$ cat src/rtl/jtdd_dwnld_remap.sv
// jtdd_dwnld_remap
// Converts the loader byte stream into SDRAM write requests and priority-PROM
// write strobes. Linear regions map a byte address straight onto a 16-bit word
// address and byte lane. The scroll and object regions are folded so that the
// upper half of each region lands on the upper byte lane.
//
// Ports
//   clk, rst_n                       clock, asynchronous active-low reset
//   downloading                      download in progress; bytes ignored when low
//   ioctl_addr/ioctl_data/ioctl_wr   incoming byte stream (one-cycle strobe)
//   prog_addr/prog_data/prog_mask    SDRAM word address, byte, active-low lane enable
//   prog_we, sdram_ack               SDRAM request / acceptance handshake
//   prom_we                          one-cycle priority-PROM strobe (addr[7:0], data[3:0])
//   overflow                         sticky: a byte was lost because pending was full
//   dwnld_done                       one-cycle pulse once the download has drained
//   checksum                         16-bit byte sum of accepted bytes
//
// Build option
//   JTDD_DWNLD_CHECKSUM_EN  enables the checksum adder; otherwise checksum is 0.
//
// state | meaning
// IDLE  | nothing in flight
// REQ   | SDRAM write presented, waiting for sdram_ack
// PROM  | prom_we asserted for this single cycle
module jtdd_dwnld_remap #(
  parameter logic [21:0] SCR_START  = 22'h6_0000,
  parameter logic [21:0] OBJ_START  = 22'h8_0000,
  parameter logic [21:0] MCU_START  = 22'hC_0000,
  parameter logic [21:0] PROM_START = 22'hC_4000
) (
  input  logic        clk,
  input  logic        rst_n,
  input  logic        downloading,
  input  logic [24:0] ioctl_addr,
  input  logic [7:0]  ioctl_data,
  input  logic        ioctl_wr,
  output logic [21:0] prog_addr,
  output logic [7:0]  prog_data,
  output logic [1:0]  prog_mask,
  output logic        prog_we,
  input  logic        sdram_ack,
  output logic        prom_we,
  output logic        overflow,
  output logic        dwnld_done,
  output logic [15:0] checksum
);

  typedef enum logic [1:0] {IDLE, REQ, PROM} state_t;

  state_t      state, state_nxt;
  logic        pend_valid, pend_nxt;
  logic [24:0] pend_addr, pend_addr_nxt;
  logic [7:0]  pend_data, pend_data_nxt;
  logic        armed;

  logic        new_ok, new_wr, retire, launch, ovf_set;
  logic [24:0] src_addr;
  logic [7:0]  src_data;
  logic [16:0] off_scr;
  logic [17:0] off_obj;
  logic        off_mcu0;
  logic [7:0]  off_prom;
  logic        map_prom;
  logic [21:0] map_addr;
  logic [1:0]  map_mask;

  // Bytes past the 256-byte PROM window are discarded outright.
  assign new_ok = ioctl_addr < ({3'b000, PROM_START} + 25'd256);
  assign new_wr = ioctl_wr & downloading & new_ok;

  // A pending byte always goes out before a freshly arriving one.
  assign src_addr = pend_valid ? pend_addr : ioctl_addr;
  assign src_data = pend_valid ? pend_data : ioctl_data;

  // Only the low bits of each region offset matter, so subtract narrow.
  assign off_scr  = src_addr[16:0] - SCR_START[16:0];
  assign off_obj  = src_addr[17:0] - OBJ_START[17:0];
  assign off_mcu0 = src_addr[0] ^ MCU_START[0];
  assign off_prom = src_addr[7:0] - PROM_START[7:0];

  always_comb begin
    map_prom = 1'b0;
    map_addr = 22'd0;
    map_mask = 2'b11;
    if (src_addr < {3'b000, SCR_START}) begin
      map_addr = src_addr[22:1];
      map_mask = src_addr[0] ? 2'b01 : 2'b10;
    end else if (src_addr < {3'b000, OBJ_START}) begin
      map_addr = (SCR_START >> 1) + {6'd0, off_scr[15:0]};
      map_mask = off_scr[16] ? 2'b01 : 2'b10;
    end else if (src_addr < {3'b000, MCU_START}) begin
      map_addr = (OBJ_START >> 1) + {5'd0, off_obj[16:0]};
      map_mask = off_obj[17] ? 2'b01 : 2'b10;
    end else if (src_addr < {3'b000, PROM_START}) begin
      map_addr = src_addr[22:1];
      map_mask = off_mcu0 ? 2'b01 : 2'b10;
    end else begin
      map_prom = 1'b1;
      map_addr = {14'd0, off_prom};
    end
  end

  // PROM lasts exactly one cycle, so it retires unconditionally.
  assign retire = (state == PROM) || (state == REQ && sdram_ack);

  always_comb begin
    state_nxt     = state;
    pend_nxt      = pend_valid;
    pend_addr_nxt = pend_addr;
    pend_data_nxt = pend_data;
    launch        = 1'b0;
    ovf_set       = 1'b0;
    if (state == IDLE) begin
      launch = new_wr;
    end else if (retire) begin
      if (pend_valid) begin
        launch   = 1'b1;
        pend_nxt = new_wr;
        if (new_wr) begin
          pend_addr_nxt = ioctl_addr;
          pend_data_nxt = ioctl_data;
        end
      end else if (new_wr) begin
        launch = 1'b1;
      end else begin
        state_nxt = IDLE;
      end
    end else if (new_wr) begin
      if (pend_valid) begin
        ovf_set = 1'b1;
      end else begin
        pend_nxt      = 1'b1;
        pend_addr_nxt = ioctl_addr;
        pend_data_nxt = ioctl_data;
      end
    end
    if (launch) state_nxt = map_prom ? PROM : REQ;
  end

  always_ff @(posedge clk or negedge rst_n) begin
    if (!rst_n) begin
      state      <= IDLE;
      pend_valid <= 1'b0;
      pend_addr  <= 25'd0;
      pend_data  <= 8'd0;
      prog_addr  <= 22'd0;
      prog_data  <= 8'd0;
      prog_mask  <= 2'b11;
      overflow   <= 1'b0;
      armed      <= 1'b0;
    end else begin
      state      <= state_nxt;
      pend_valid <= pend_nxt;
      pend_addr  <= pend_addr_nxt;
      pend_data  <= pend_data_nxt;
      if (launch) begin
        prog_addr <= map_addr;
        prog_data <= src_data;
        prog_mask <= map_mask;
      end
      if (ovf_set) overflow <= 1'b1;
      if (downloading)     armed <= 1'b1;
      else if (dwnld_done) armed <= 1'b0;
    end
  end

  // Strobes come straight from the state register so reset kills them at once.
  assign prog_we    = (state == REQ);
  assign prom_we    = (state == PROM);
  assign dwnld_done = armed & ~downloading & (state == IDLE) & ~pend_valid;

`ifdef JTDD_DWNLD_CHECKSUM_EN
  logic take;
  assign take = new_wr & ~ovf_set;

  always_ff @(posedge clk or negedge rst_n) begin
    if (!rst_n)    checksum <= 16'h0000;
    else if (take) checksum <= checksum + {8'h00, ioctl_data};
  end
`else
  assign checksum = 16'h0000;
`endif

endmodule

$ cat config.mk
export PLATFORM = sky130hd
export DESIGN_NAME = jtdd_dwnld_remap
export DESIGN_NICKNAME = d
export VERILOG_FILES = /design/src/rtl/jtdd_dwnld_remap.sv
export SDC_FILE = /design/constraint.sdc
export NUM_CORES = 1
export LEC_CHECK = 0
export ABC_AREA = 1
export CORE_MARGIN = 8
export CORE_UTILIZATION = 51
export DETAILED_ROUTE_END_ITERATION = 6
export GPL_ROUTABILITY_DRIVEN = 1
export PLACE_DENSITY = 0.87
export SLEW_MARGIN = 40
export SYNTH_ARGS = -nofsm -noshare
export SYNTH_HDL_FRONTEND = slang
export SYNTH_SLANG_ARGS = --single-unit
$ cat constraint.sdc
create_clock -name clk -period 2.1 [get_ports clk]
set_input_delay 0.42 -clock clk [delete_from_list [all_inputs] [get_ports clk]]
set_output_delay 0.42 -clock clk [all_outputs]
set_load 0.005 [all_outputs]
### After elaboration in Yosys (flattened, before gate mapping)

Index checks and enable logic that the tools add are counted.

* flip-flop bits (word level): 70
* latch bits: 0
* bits in writable memories: 0
* ROM bits: 0
* logic and storage cells: 83
* memories kept: 0

* add/subtract/negate cells: 2
* multipliers: 0
* div/mod/pow operators: 0
* order comparisons: 5
* eq/ne operators: 6
* shift-type cells: 0
* multiplexer cells: 44
* bitwise logic cells: 8
* reduce and logical (&&, ||, !) cells: 9

Operators with widths (count)
* $mux 25: 5
* $lt 25x20->1 const B: 4
* $mux 22: 4
* $mux 8: 5
* $mux 2: 13
* $lt 25x19->1 const B: 1
* $add 19x17->20 const A: 1
* $add 18x16->19 const A: 1
* $mux 1: 17
* $reduce_bool 2->1: 3
* $and 1x1->1: 5
* $ne 2x1->1 const B: 2
* $ne 2x2->1 const B: 2
* $reduce_and 4->1: 1
* $not 1->1: 3
* $reduce_and 3->1: 1
* $eq 2x1->1 const B: 1
* $eq 2x2->1 const B: 1
* $logic_not 2->1: 1
* $reduce_and 2->1: 1
* $logic_and 1x1->1: 1
* $logic_or 1x1->1: 1

### Longest topological paths before layout

* depth in word-level cells: 8
* gate-level depth with buffers: 13

### Worst setup path after synthesis

OpenSTA, ideal clock, no wires.

* path type: reg-to-reg
* from: register pend_valid
* to: register prog_addr[3]
* library setup time: 117 ps
* arrival: 1518 ps
* data required time: 1983 ps
* slack: 465 ps
* cell stages (with the launch flop): 12
* buffers on the path: 3
* period minus slack after synthesis: 1635 ps
* cells stage by stage: dfrtp_1 > buf_6 > buf_12 > o21ai_2 > nand3_1 > nand2_2 > nand4_4 > nand2_4 > buf_8 > nand2_1 > nand3_1 > nand2_1

* longest elaborated chain between the ends: 6

Ends and longest elaborated chain
* from (decl): line 51 `logic pend_valid, pend_nxt;`
* from (signal assigned): line 153 `pend_valid <= pend_nxt;`
* $mux 25
* $lt 25x20->1: line 94 `end else if (src_addr < {3'b000, PROM_START}) begin`
* $mux 22: line 94
* $mux 22: line 91 `end else if (src_addr < {3'b000, MCU_START}) begin`
* $mux 22: line 88 `end else if (src_addr < {3'b000, OBJ_START}) begin`
* $mux 22: line 85 `if (src_addr < {3'b000, SCR_START}) begin`
* to (signal assigned): line 157 `prog_addr <= map_addr;`
* to (decl): line 37 `output logic [21:0] prog_addr,`

Parallel ways exist; a longest one is shown, timed or not.
A chain may end at the register's enable or synchronous reset.

### Worst setup path after layout

* from: register pend_valid
* to: register prog_mask[0]

* longest elaborated chain between the ends: 6

Ends and longest elaborated chain
* $mux 25
* $lt 25x20->1 or $mux 2 (tied branches): line 94, 87, 96
* $mux 2: line 94
* $mux 2: line 91
* $mux 2: line 88
* $mux 2: line 85
* to (signal assigned): line 159 `prog_mask <= map_mask;`
* to (decl): line 39 `output logic [1:0] prog_mask,`

Parallel ways exist; a longest one is shown, timed or not.

==> impl_metrics.tcl <==
set metrics [dict create \
    crit_type "flip-flop to flip-flop" \
    yosysSeqAreaShare_pct 42.61 \
    die-area_mm2 0.01120 \
    drc 0 \
    holdWs_ns 0.05957 \
    drt_wl_total_mm 10.65 \
    worstMarginPinSlew_ns 0.5894 \
    yosysUniqueCellTypes 35 \
    fin_crit_ns 1.956 \
    cp-end-kind "flip-flop" \
    antenna_found_initial 0 \
    hp-class "primary input to async pin" \
    cts_tree "built" \
    coreArea_mm2 0.007767 \
    num_antenna_cells 0 \
    io_buffers 73 \
    cpLargestDelayFamily "compound AO/OA/AOI/OAI gates" \
    overflow 0 \
    vdd_drop_max_mv 0.3399 \
    grt_pass1_wl_mm 18.22 \
    wl_per_cell_um 13.85 \
    path_buf_inv 2 \
    ant_nets 0 \
    drtIter0Drc 235 \
    yosysWarnings 0 \
    drv_cap 0 \
    core.rowCount 32 \
    critPathArrivalTime_ns 2.23 \
    relSlewSlack_pct 60.71 \
    cellPowerDensity_mw_per_mm2 666.2 \
    avgSynthCellArea_um2 7.097 \
    clkSlewWorstSetupHoldPaths_ns 0.08 \
    numCtsBuffers 9 \
    grt_pass1_vias 4038 \
    cp_slowest_cell "dfrtp_2" \
    layout-drive-gt1-share_pct 12.14 \
    crit_path_frequent_cell "nand2_1" \
    die-height_um 105.8 \
    yosysMostFrequentCell "nand2_1" \
    grt_max_degree 45 \
    instances_no_fill 769 \
    setup_viol 0 \
    cts-root-buf "clkbuf_8" \
    synthFlopType "dfrtp_1" \
    start_util_pct 53.00 \
    status "complete, no violations" \
    synth_largest_area_cell "dfrtp_1" \
    holdBufCountCts 0 \
    synth_top_area_share_pct 41.34 \
    ios 90 \
    p_leak_nw 2.508 \
    via_per_inst 5.160 \
    insertion_delay_ns 0.35 \
    cts.path.max_buffers 2 \
    finalSetupTns_ns 0 \
    fin_crit_sh_pct 93.13 \
    critPathRequiredTime_ns 2.37 \
    hold_viol 0 \
    synthArstFlopShare_pct 100.0 \
    synth_seq_cells 70 \
    htreeDepth 3 \
    synth_area_leaders "dfrtp_1, nand2_1, o21ai_0, inv_1, nor2_1" \
    critPathMaxFanout 9 \
    crit_chain "buf_4 -> buf_4 -> nand2_1 -> o21ai_0 -> a21oi_1 -> nand2_1 -> nand2_1 -> nand2_1 -> o21ai_0 -> a21oi_1" \
    dpl.hpwl_mm 7.790 \
    synth_common_cells "nand2_1, o21ai_0, dfrtp_1, inv_1, nor2_1" \
    synth_edf_count 0 \
    drv_slew 0 \
    critPathMaxStageDelay_ns 0.42 \
    fill_cells 630 \
    syn-cell-area_mm2 0.004116 \
    critical_path_depth 10 \
    start_kind "flip-flop" \
    grt_use_total_pct 19.66 \
    die_w_um 105.8 \
    gp_congestion 0.9445 \
    route.vias.total 3968 \
    r2r_cells 10 \
    placed_cells 752 \
    cts.sinks 70 \
    rsz0062_at_grt "false" \
    max_freq_mhz 511.3 \
    syn_inst 580 \
    layout.nets 700 \
    clock_skew_ns 0.009561 \
    drt_first_pass_iters 5 \
    area_growth_pct 27.78 \
]
## cell type report
cell class / count / area, µm² / area share (%)
well taps: 102 / 127.6 / 2.426
flip-flops and latches: 70 / 1755 / 33.37
inverters: 71 / 272.8 / 5.186
repair buffers: 99 / 994.7 / 18.91
clock buffers: 11 / 141.4 / 2.688
clock inverters: 5 / 82.58 / 1.570
multi-input cells: 411 / 1886 / 35.85
## logic make-up (layout without fill, tap and decap cells)
logic type	Yosys count	count (layout)	share of synthesized area (%)
buf+inv	114	186	13.37
other cells	1	16	0.09110
compound gates	113	113	14.65
simple gates	282	282	29.27
flops	70	70	42.61
## power breakdown
group / switching, W / leakage (nW) / internal (W) / total (W)
Clock: 0.000533 / 0.102 / 0.000702 / 0.00123
Sequential: 0.0000462 / 0.766 / 0.00146 / 0.00151
Combinational: 0.000472 / 1.64 / 0.000287 / 0.000759
## state kept, by name, summed over array words and instances (netlist names), 2 cells and up
| signal | cells |
|---|---|
| pend_data | 8 |
| pend_addr | 25 |
| prog_data | 8 |
| prog_addr | 22 |
| state | 2 |
| prog_mask | 2 |
## worst paths after layout
| path | startpoint | to | slack, ns |
|---|---|---|---|
| max in group asynchronous | rst_n | prog_mask[0] | 1.41 |
| min reg2reg | prog_mask[1] | prog_mask[1] | 0.48 |
| max reg2reg | pend_valid | prog_mask[0] | 0.14 |
| min in group clk | prog_mask[1] | prog_mask[1] | 0.48 |
| min | rst_n | prog_addr[20] | 0.06 |
| max | pend_valid | prog_mask[0] | 0.14 |
## per-layer routing
layer | vias up | GRT usage, % | share of wire (%)
met4 | 0 | 9.045 | 2.6
met2 | 156 | 33.20 | 49
li1 | 1942 | - | -
met5 | - | 0 | 0
met1 | 1846 | 22.70 | 41
met3 | 24 | 5.359 | 7.2
## worst reg2reg max path, delay by kind of cell, from the launching register on
kind,cells,cell delay [ns]
flops,1,0.42
buf+inv,2,0.36
compound gates,4,0.73
simple gates,4,0.38
## metrics by stage
step           cell area (µm²)  util (%)  total power [W]  setup WS, ns
3_3_place_gp              5020     64.63         0.002232      -0.06180
2_1_floorplan             4173         -         0.002045        0.4647
6_report                  5260     67.72         0.003504        0.1442
3_5_place_dp              5020     64.63         0.002274      -0.09840
4_1_cts                   5256     67.67         0.003518        0.1629
5_1_grt                   5260     67.72         0.003703       0.01713
## layout by cell type (no fill, tap or decap), types with 2 or more instances in the layout
cell type | synthesis | layout
a21oi_1 | 4 | 3
a21oi_2 | 5 | 5
buf_12 | 1 | 6
buf_4 | 16 | 20
bufinv_16 | 0 | 2
clkbuf_8 | 0 | 10
clkdlybuf4s50_1 | 0 | 71
clkinvlp_4 | 0 | 4
conb_1 | 1 | 16
dfrtp_1 | 68 | 67
dfstp_2 | 2 | 2
inv_1 | 68 | 68
nand2_1 | 195 | 195
nand2_2 | 15 | 15
nand3_1 | 24 | 24
nand3_2 | 2 | 2
nor2_1 | 35 | 35
nor2_2 | 2 | 2
nor2_4 | 2 | 2
nor3_1 | 2 | 2
o21ai_0 | 84 | 84
o21ai_1 | 12 | 12
o21ai_2 | 2 | 2
o21bai_1 | 2 | 2
o22ai_1 | 3 | 3
## what timing repair did
| action | in CTS | in global routing |
|---|---|---|
| setup buffers | 1 | 0 |
| gates resized for setup | 2 | 1 |
| setup endpoints to repair | 1 | 3 |
No activity file was read; power rests on OpenSTA's default activity.
